--- src/rtl/clock_div_pkg.sv ---
// Shared types, reset defaults and helpers for the multi-channel clock divider.
package clock_div_pkg;

  localparam int CNT_NBITS_DFLT = 8;
  localparam int RST_DIV_DFLT   = 4;
  localparam int RST_HIGH_DFLT  = 2;

  typedef logic [CNT_NBITS_DFLT-1:0] cnt_t;

  typedef struct packed {
    cnt_t div;
    cnt_t high;
  } chan_cfg_t;

  // A channel-index port stays at least one bit wide, even for a single channel.
  function automatic int idx_nbits(input int n);
    return (n > 1) ? $clog2(n) : 1;
  endfunction

endpackage

--- src/rtl/clock_div_chan.sv ---
// One divider channel: period counter, active/pending configuration, and
// registered clk_out / tick / pend outputs.
module clock_div_chan
  import clock_div_pkg::*;
#(
  parameter int p_cnt_nbits = CNT_NBITS_DFLT,
  parameter int p_rst_div   = RST_DIV_DFLT,
  parameter int p_rst_high  = RST_HIGH_DFLT
) (
  input  logic                   clk,
  input  logic                   rst,
  input  logic                   en,
  input  logic                   align,
  input  logic                   wr,
  input  logic [p_cnt_nbits-1:0] wr_div,
  input  logic [p_cnt_nbits-1:0] wr_high,
  output logic                   clk_out,
  output logic                   tick,
  output logic                   pend
);

  typedef logic [p_cnt_nbits-1:0] cnt_w_t;
  typedef struct packed {
    cnt_w_t div;
    cnt_w_t high;
  } cfg_t;

  localparam cfg_t RST_CFG = '{div: cnt_w_t'(p_rst_div), high: cnt_w_t'(p_rst_high)};

  cfg_t   act_reg, act_next;
  cfg_t   pnd_reg, pnd_next;
  cnt_w_t cnt_reg, cnt_next;
  logic   clk_out_reg, clk_out_next;
  logic   tick_reg, tick_next;
  logic   pend_reg, pend_next;

  logic                 running;
  logic                 wrap;
  logic                 apply;
  logic [p_cnt_nbits:0] hi_sum;

  always_comb begin
    pnd_next = wr ? '{div: wr_div, high: wr_high} : pnd_reg;
    running  = en && (act_reg.div > cnt_w_t'(1));
    wrap     = cnt_reg >= (act_reg.div - cnt_w_t'(1));
    // Config only changes where a period boundary exists: wrap, stop, or align.
    apply    = !running || wrap || align;
    act_next = apply ? pnd_next : act_reg;
    if (apply) begin
      pend_next = 1'b0;
    end else begin
      pend_next = wr ? 1'b1 : pend_reg;
    end
    if (!running || align || wrap) begin
      cnt_next = '0;
    end else begin
      cnt_next = cnt_reg + cnt_w_t'(1);
    end
    // cnt >= d - h rewritten as cnt + h >= d so h >= d needs no signed math.
    hi_sum       = {1'b0, cnt_next} + {1'b0, act_next.high};
    clk_out_next = running && !align && (act_next.div > cnt_w_t'(1)) &&
                   (hi_sum >= {1'b0, act_next.div});
    tick_next    = clk_out_next && !clk_out_reg;
  end

  always_ff @(posedge clk or posedge rst) begin
    if (rst) begin
      act_reg     <= RST_CFG;
      pnd_reg     <= RST_CFG;
      cnt_reg     <= '0;
      clk_out_reg <= 1'b0;
      tick_reg    <= 1'b0;
      pend_reg    <= 1'b0;
    end else begin
      act_reg     <= act_next;
      pnd_reg     <= pnd_next;
      cnt_reg     <= cnt_next;
      clk_out_reg <= clk_out_next;
      tick_reg    <= tick_next;
      pend_reg    <= pend_next;
    end
  end

  assign clk_out = clk_out_reg;
  assign tick    = tick_reg;
  assign pend    = pend_reg;

endmodule

--- src/rtl/clock_div_multi.sv ---
// Multi-channel programmable clock divider with glitch-free reconfiguration.
// Optional CLOCK_DIV_MULTI_ALIGN_EN adds an 'align' input that phase-aligns all channels.
module clock_div_multi
  import clock_div_pkg::*;
#(
  parameter int p_nchan     = 4,
  parameter int p_cnt_nbits = CNT_NBITS_DFLT,
  parameter int p_rst_div   = RST_DIV_DFLT,
  parameter int p_rst_high  = RST_HIGH_DFLT
) (
  input  logic                          clk_in,
  input  logic                          rst,
  input  logic [p_nchan-1:0]            en,
`ifdef CLOCK_DIV_MULTI_ALIGN_EN
  input  logic                          align,
`endif
  input  logic                          wr_en,
  input  logic [idx_nbits(p_nchan)-1:0] wr_chan,
  input  logic [p_cnt_nbits-1:0]        wr_div,
  input  logic [p_cnt_nbits-1:0]        wr_high,
  output logic [p_nchan-1:0]            clk_out,
  output logic [p_nchan-1:0]            tick,
  output logic [p_nchan-1:0]            pend
);

  localparam int CH_W = idx_nbits(p_nchan);

  logic align_int;
`ifdef CLOCK_DIV_MULTI_ALIGN_EN
  assign align_int = align;
`else
  assign align_int = 1'b0;
`endif

  // Indices at or above p_nchan match no channel, so such writes are dropped.
  generate
    for (genvar gi = 0; gi < p_nchan; gi++) begin : g_chan
      clock_div_chan #(
        .p_cnt_nbits (p_cnt_nbits),
        .p_rst_div   (p_rst_div),
        .p_rst_high  (p_rst_high)
      ) u_chan (
        .clk     (clk_in),
        .rst     (rst),
        .en      (en[gi]),
        .align   (align_int),
        .wr      (wr_en && (wr_chan == CH_W'(gi))),
        .wr_div  (wr_div),
        .wr_high (wr_high),
        .clk_out (clk_out[gi]),
        .tick    (tick[gi]),
        .pend    (pend[gi])
      );
    end
  endgenerate

endmodule

--- config.mk ---
export PLATFORM = sky130hd
export DESIGN_NAME = clock_div_multi
export DESIGN_NICKNAME = d
export VERILOG_FILES = /design/src/rtl/clock_div_pkg.sv /design/src/rtl/clock_div_chan.sv /design/src/rtl/clock_div_multi.sv
export SDC_FILE = /design/constraint.sdc
export NUM_CORES = 1
export LEC_CHECK = 0
export BUFFER_PORTS_ARGS = -buffer_cell sky130_fd_sc_hd__buf_2
export CAP_MARGIN = 20
export CELL_PAD_IN_SITES_DETAIL_PLACEMENT = 1
export CELL_PAD_IN_SITES_GLOBAL_PLACEMENT = 1
export CORE_ASPECT_RATIO = 0.75
export CORE_MARGIN = 3
export CORE_UTILIZATION = 56
export CTS_BUF_LIST = sky130_fd_sc_hd__clkbuf_4 sky130_fd_sc_hd__clkbuf_8
export DETAILED_ROUTE_END_ITERATION = 7
export PLACE_DENSITY = 0.95
export SYNTH_ARGS = -nofsm -noshare
export SYNTH_HDL_FRONTEND = slang
export SYNTH_SLANG_ARGS = --single-unit
--- constraint.sdc ---
create_clock -name clk_in -period 14.13 [get_ports clk_in]
set_clock_uncertainty 0.15 [all_clocks]
set_input_delay 0 -clock clk_in [delete_from_list [all_inputs] [get_ports clk_in]]
set_output_delay 0 -clock clk_in [all_outputs]
set_load 0.01 [all_outputs]
## Word level (Yosys, flattened, before mapping)

Cells that the tools add are included.

| storage, ports and cells | value |
|---|---|
| bits in latches | 0 |
| memories | 0 |
| register bits after elaboration | 172 |
| memory bits (read-only) | 0 |
| memory bits (writable) | 0 |
| bits of input ports | 25 |
| logic and storage cells | 120 |

| operators by class | value |
|---|---|
| divide/modulo/power cells | 0 |
| magnitude comparators | 16 |
| reduce and logical (&&, ||, !) cells | 37 |
| shift-type cells | 0 |
| $add $sub $neg | 12 |
| multiplexer cells | 20 |
| multipliers | 0 |
| equality and inequality tests | 3 |
| bitwise gates (word level) | 0 |

Operator list:

| kind | number |
|---|---|
| $mux W16 | 8 |
| $gt A8 B1 Y1 const B | 8 |
| $add A8 B8 Y9 | 4 |
| $ge A9 B8 Y1 | 4 |
| $add A8 B1 Y8 const B | 4 |
| $ge A8 B8 Y1 | 4 |
| $mux W8 | 4 |
| $sub A8 B1 Y8 const B | 4 |
| $logic_and A1 B1 Y1 | 20 |
| $logic_not A1 Y1 | 8 |
| $mux W1 | 8 |
| $reduce_bool A2 Y1 | 4 |
| $eq A2 B2 Y1 const B | 2 |
| $logic_or A1 B1 Y1 | 4 |
| $eq A2 B1 Y1 const B | 1 |
| $logic_not A2 Y1 | 1 |

## Depth between registers and ports, before layout

| depth | value |
|---|---|
| word-level depth | 9 |
| depth in mapped cells | 29 |
| mapped depth without buffers | 27 |

## Cells and area by module

From an unflattened synthesis, not the netlist that was laid out.

| second synthesis, totals | value |
|---|---|
| cells, all modules | 879 |
| area total of the unflattened synthesis | 10324.9 um2 |

By module, submodules not included:

| module | instances | seq. area each (um2) | area each (um2) | cells an instance |
|---|---|---|---|---|
| clock_div_chan at g_chan[0].u_chan ... | 2 | 1081.0 | 2538.7 | 218 |
| clock_div_chan at g_chan[1].u_chan | 1 | 1081.0 | 2608.8 | 218 |
| clock_div_chan at g_chan[3].u_chan | 1 | 1081.0 | 2597.5 | 220 |
| clock_div_multi | 1 | 0.0 | 41.3 | 5 |

## Worst setup path before layout

Ideal clock, no wire load.

| timing | value |
|---|---|
| path kind | register -> register |
| start point | register g_chan[3].u_chan.act_reg[13] in the netlist's numbering |
| end point | register g_chan[3].u_chan.tick_reg |
| period minus slack after synthesis | 5733 ps |
| buffers on the path | 1 |
| arrival time | 5465 ps |
| cell stages (with the launch flop) | 26 |
| required time | 13862 ps |
| slack | 8397 ps |
| path through | dfrtp_1 -> nor4_1 -> nand2b_1 -> nor3_1 -> xnor2_1 -> ha_1 -> nand2_1 -> or4_1 -> o21ba_2 -> nand2_1 -> buf_4 -> mux2_2 -> ha_1 -> fa_1 -> a21oi_1 -> nor2_1 -> nor2_1 -> nor2b_1 -> a21oi_1 -> xnor2_1 -> ha_1 -> o211a_1 -> a221o_1 -> a2111oi_0 -> a21oi_1 -> nor2b_1 |

RTL lines:

| what | RTL line | text |
|---|---|---|
| from (decl) | clock_div_chan.sv:30 | `cfg_t act_reg, act_next;` |
| from (signal assigned) | clock_div_chan.sv:75 | `act_reg <= act_next;` |
| to (signal assigned) | clock_div_chan.sv:79 | `tick_reg <= tick_next;` |
| to (decl) | clock_div_chan.sv:34 | `logic tick_reg, tick_next;` |

==> impl_results.md <==
* Syn. warnings at 0
* Total Wirelength at 29410 um
* Antenna Nets Post-Route at 0
* Seq cells post-synth at 172
* Initial Utilization at 57.66%
* Sequential share of power at 41.1%
* Post-Synth XOR/XNOR Area at under 10%
* Filler instances at 1890
* R2R Setup Slk at 7.40 ns
* Met3 wire length at around 1100 um
* All-layer global routing usage at between 30% and 40%
* Cell-internal power at between 1000 and 1500 uW
* Net count, final at 1148
* Vias at 7593
* Clk buf depth at 2
* Latest clock arrival within the worst-skew pair at 0.48 ns
* PortBufs at 36
* Synth Area in Adders at between 10% and 20%
* R2R depth at 23
* Synthesized Nets at 1094
* Period utilization at a little under half
* Most frequent cells in the layout: 156 x dfrtp_1, 106 x ha_1, 81 x inv_1, 71 x mux2_2, 63 x nor2_1
* Ports at 37
* Total clock buffers created by CTS at 17
* Data arrival time at the worst-slack endpoint at 6.97 ns
* R2r endpoint: g_chan[2].u_chan.tick
* Area contributors post-synth: dfrtp_1 38%, ha_1 13%, mux2_2 7.8%
* Rows at 42
* Slew @ Worst Pin at 1.088 ns
* Setup TNS at 0 ns
* NetSw at ~620 uW
* VDD IR max at 0.07377 mV
* # setup viols final at 0
* Iter 0 DRT Violations at roughly 550
* Hold path start: wr_en
* Max incr delay on CP at 0.59 ns
* Vias in the first global route at 8453
* Drt pass-1 iters at 5
* Synth Area in Compound Gates at 9.599%
* Remaining DRCs at 0
* GP Congestion at approximately 0.88
* Most common cell after layout, fill and taps aside: dfrtp_1
* Die area at 20020 sq um
* Area growth, synth to finish at 9.587%
* Most area-hungry cell type in the Yosys netlist: dfrtp_1
* Simple-Gate Fraction of Synth Area at 10.55%
* Num Clock Sinks at 172
* Origin of the critical flop-to-flop path: g_chan[2].u_chan.act_reg[12]
* Worst Hold Path EP: g_chan[2].u_chan.pend
* Mux contribution to synthesized area at 12.17%
* Main combinational cell family by area after synthesis: adder cells
* Status: finished, final reports clean
* DRT met1 WL at about 13000 um
* Number of synthesized flops with an enable pin at 0
* Slew margin rel. at 27.28%
* Share of the core filled with cells at 63.18%
* Clock-pin slew on the worst setup and hold paths at 0.09 ns
* WL met2 at 14890 um
* Synthesized area per cell at 10.71 sq um
* Grt ovf at 0
* CP required at 14.36 ns
* CTS tree: yes
* Die width at 162.4 um
* Combinational share of power at 37.7%
* RSZ-0062 raised after global routing: no
* Fmax at 148.5 MHz
* First-pass GRT wire length at about 47000 um
* Netlist cell types at 68
* PD cells at 145.8 nW/um^2
* Async SR Flop Fraction at 100.0%
* H-tree Lvls at 4
* Detailed Place HPWL at 21330 um
* Max-Cap Viols at 0
* Root buffer cell: clkbuf_8
* Top cell type's share of synthesized area at 38.01%
* Leak at around 0.0055 uW
* Worst-path cell chain: nor4_1 -> nand2b_1 -> nor3_1 -> xnor2_1 -> ha_1 -> and2_1 -> a221oi_1 -> o211ai_2 -> buf_4 -> o21a_1 -> ha_1 -> a21o_1 -> a21o_1 -> maj3_1 -> a221oi_2 -> o21bai_1 -> a21oi_1 -> xnor2_1 -> ha_1 -> nor4_1 -> a32o_1 -> o22ai_1 -> nor2b_1
* Critical Path Most Common Cell: ha_1
* Final hold slack at 0.09971 ns
* Core box area at 17810 sq um
* PnR Total Power at 1641 uW
* Resized cells post-CTS at 0
* Pins Over Slew Limit at 0
* Max Used Layer: met4
* Largest net degree at the start of global routing at approximately 120
* Final hold violation count at 0
* Startpoint types: flop
* Critical path start-end classification: reg2reg
* Routed WL per cell at 23.17 um
* Chip height at 123.3 um
* HP Class: in2reg
* Cell Area, Synth at 10270 sq um
* Crit path max fanout at 26
* Switching part of the total at 37.77%
* Post-synthesis sequential area ratio at 42.10%
* Initial antenna violation count at 0
* Final min period at 6.735 ns
* Mapped Cells at around 960
* Via-to-Cell Ratio at ~6
* Layout cell share with drive strength beyond 1 at 16.96%
* WHS Path Cells at 4
* Critical path capture point type: flop
* Highest-delay cell along the critical path: nor4_1
* Clock share of power at approximately a fifth
* Most used DFF post-synth: dfrtp_1
critical path: cells and delay by family (launching register included):
kind | cells | cell delay [ns]
flops | 1 | 0.44
compound gates | 10 | 2.67
xor+xnor | 2 | 0.26
buf+inv | 1 | 0.39
simple gates | 6 | 1.58
fa+ha+maj | 4 | 1.14
what timing repair did:
item / CTS / global route
buffers inserted: 0 / 0
endpoints found under the hold margin: 234 / 19
hold buffers: 23 / 1
routing by layer:
layer	global-route usage (%)	vias up
met5	0	-
met2	54.23	188
met1	37.54	3886
met3	5.358	74
met4	11.72	0
li1	-	3445
power by group through the flow:
stage	combinational, uW	clock, uW	sequential (uW)
finish	618	349	674
global route	688	371	684
CTS	614	350	671
detailed placement	601	0	679
global placement	535	0	668
floorplan	441	0	652
cell type report:
| cell class | instances | area [sq um] | area share (%) |
|---|---|---|---|
| Antenna cell | 1 | 2.502 | 0.02223 |
| Clock buffer | 22 | 290.3 | 2.579 |
| Clock inverter | 10 | 90.09 | 0.8004 |
| Inverter | 82 | 312.8 | 2.779 |
| Multi-Input combinational cell | 672 | 5433 | 48.27 |
| Sequential cell | 172 | 4324 | 38.42 |
| Tap cell | 242 | 302.8 | 2.690 |
| Timing Repair Buffer | 68 | 500.5 | 4.446 |
logic make-up (layout without fill, tap and decap cells):
| kind of cell | after synthesis | count (layout) |
|---|---|---|
| XOR/XNOR | 74 | 74 |
| buffers and inverters | 115 | 182 |
| multiplexers | 115 | 115 |
| AO/OA/AOI/OAI | 147 | 147 |
| other | 0 | 1 |
| AND/OR/NAND/NOR | 222 | 222 |
| flip-flops | 172 | 172 |
| adder cells (fa/ha/maj) | 114 | 114 |
worst max-delay path by stage:
| stage | to | startpoint |
|---|---|---|
| 3_5_place_dp | g_chan[1].u_chan.clk_out | g_chan[1].u_chan.act_reg[8] |
| 6_report | g_chan[2].u_chan.tick | g_chan[2].u_chan.act_reg[12] |
| 3_3_place_gp | g_chan[3].u_chan.tick | g_chan[3].u_chan.act_reg[13] |
| 2_1_floorplan | g_chan[3].u_chan.tick | g_chan[3].u_chan.act_reg[13] |
| 4_1_cts | g_chan[2].u_chan.tick | g_chan[2].u_chan.act_reg[13] |
| 5_1_grt | g_chan[2].u_chan.tick | g_chan[2].u_chan.act_reg[12] |
cell usage after synthesis, types with 8 or more instances:
cell,number
nand3_1,26
xor2_1,25
buf_4,13
dfstp_2,16
ha_1,106
o21ai_0,32
nor2_1,63
nand2b_1,10
o21a_1,11
mux2_1,8
nand2_1,53
dfrtp_1,156
inv_1,82
mux2_2,71
mux2i_1,36
a21oi_1,34
xnor2_1,48
nor3_1,17
a21o_1,18
nor4_1,11
nor2b_1,10
stage by stage:
| step | setup slack [ns] | cell area [sq um] | cells |
|---|---|---|---|
| detailed placement | 7.573 | 10610 | 1211 |
| floorplan | 8.397 | 10270 | 959 |
| global route | 6.992 | 11250 | 1268 |
| CTS | 7.533 | 11220 | 1266 |
| global placement | 7.907 | 10610 | 1211 |
| finish | 7.395 | 11260 | 1269 |
No activity file was read; power rests on OpenSTA's default activity.
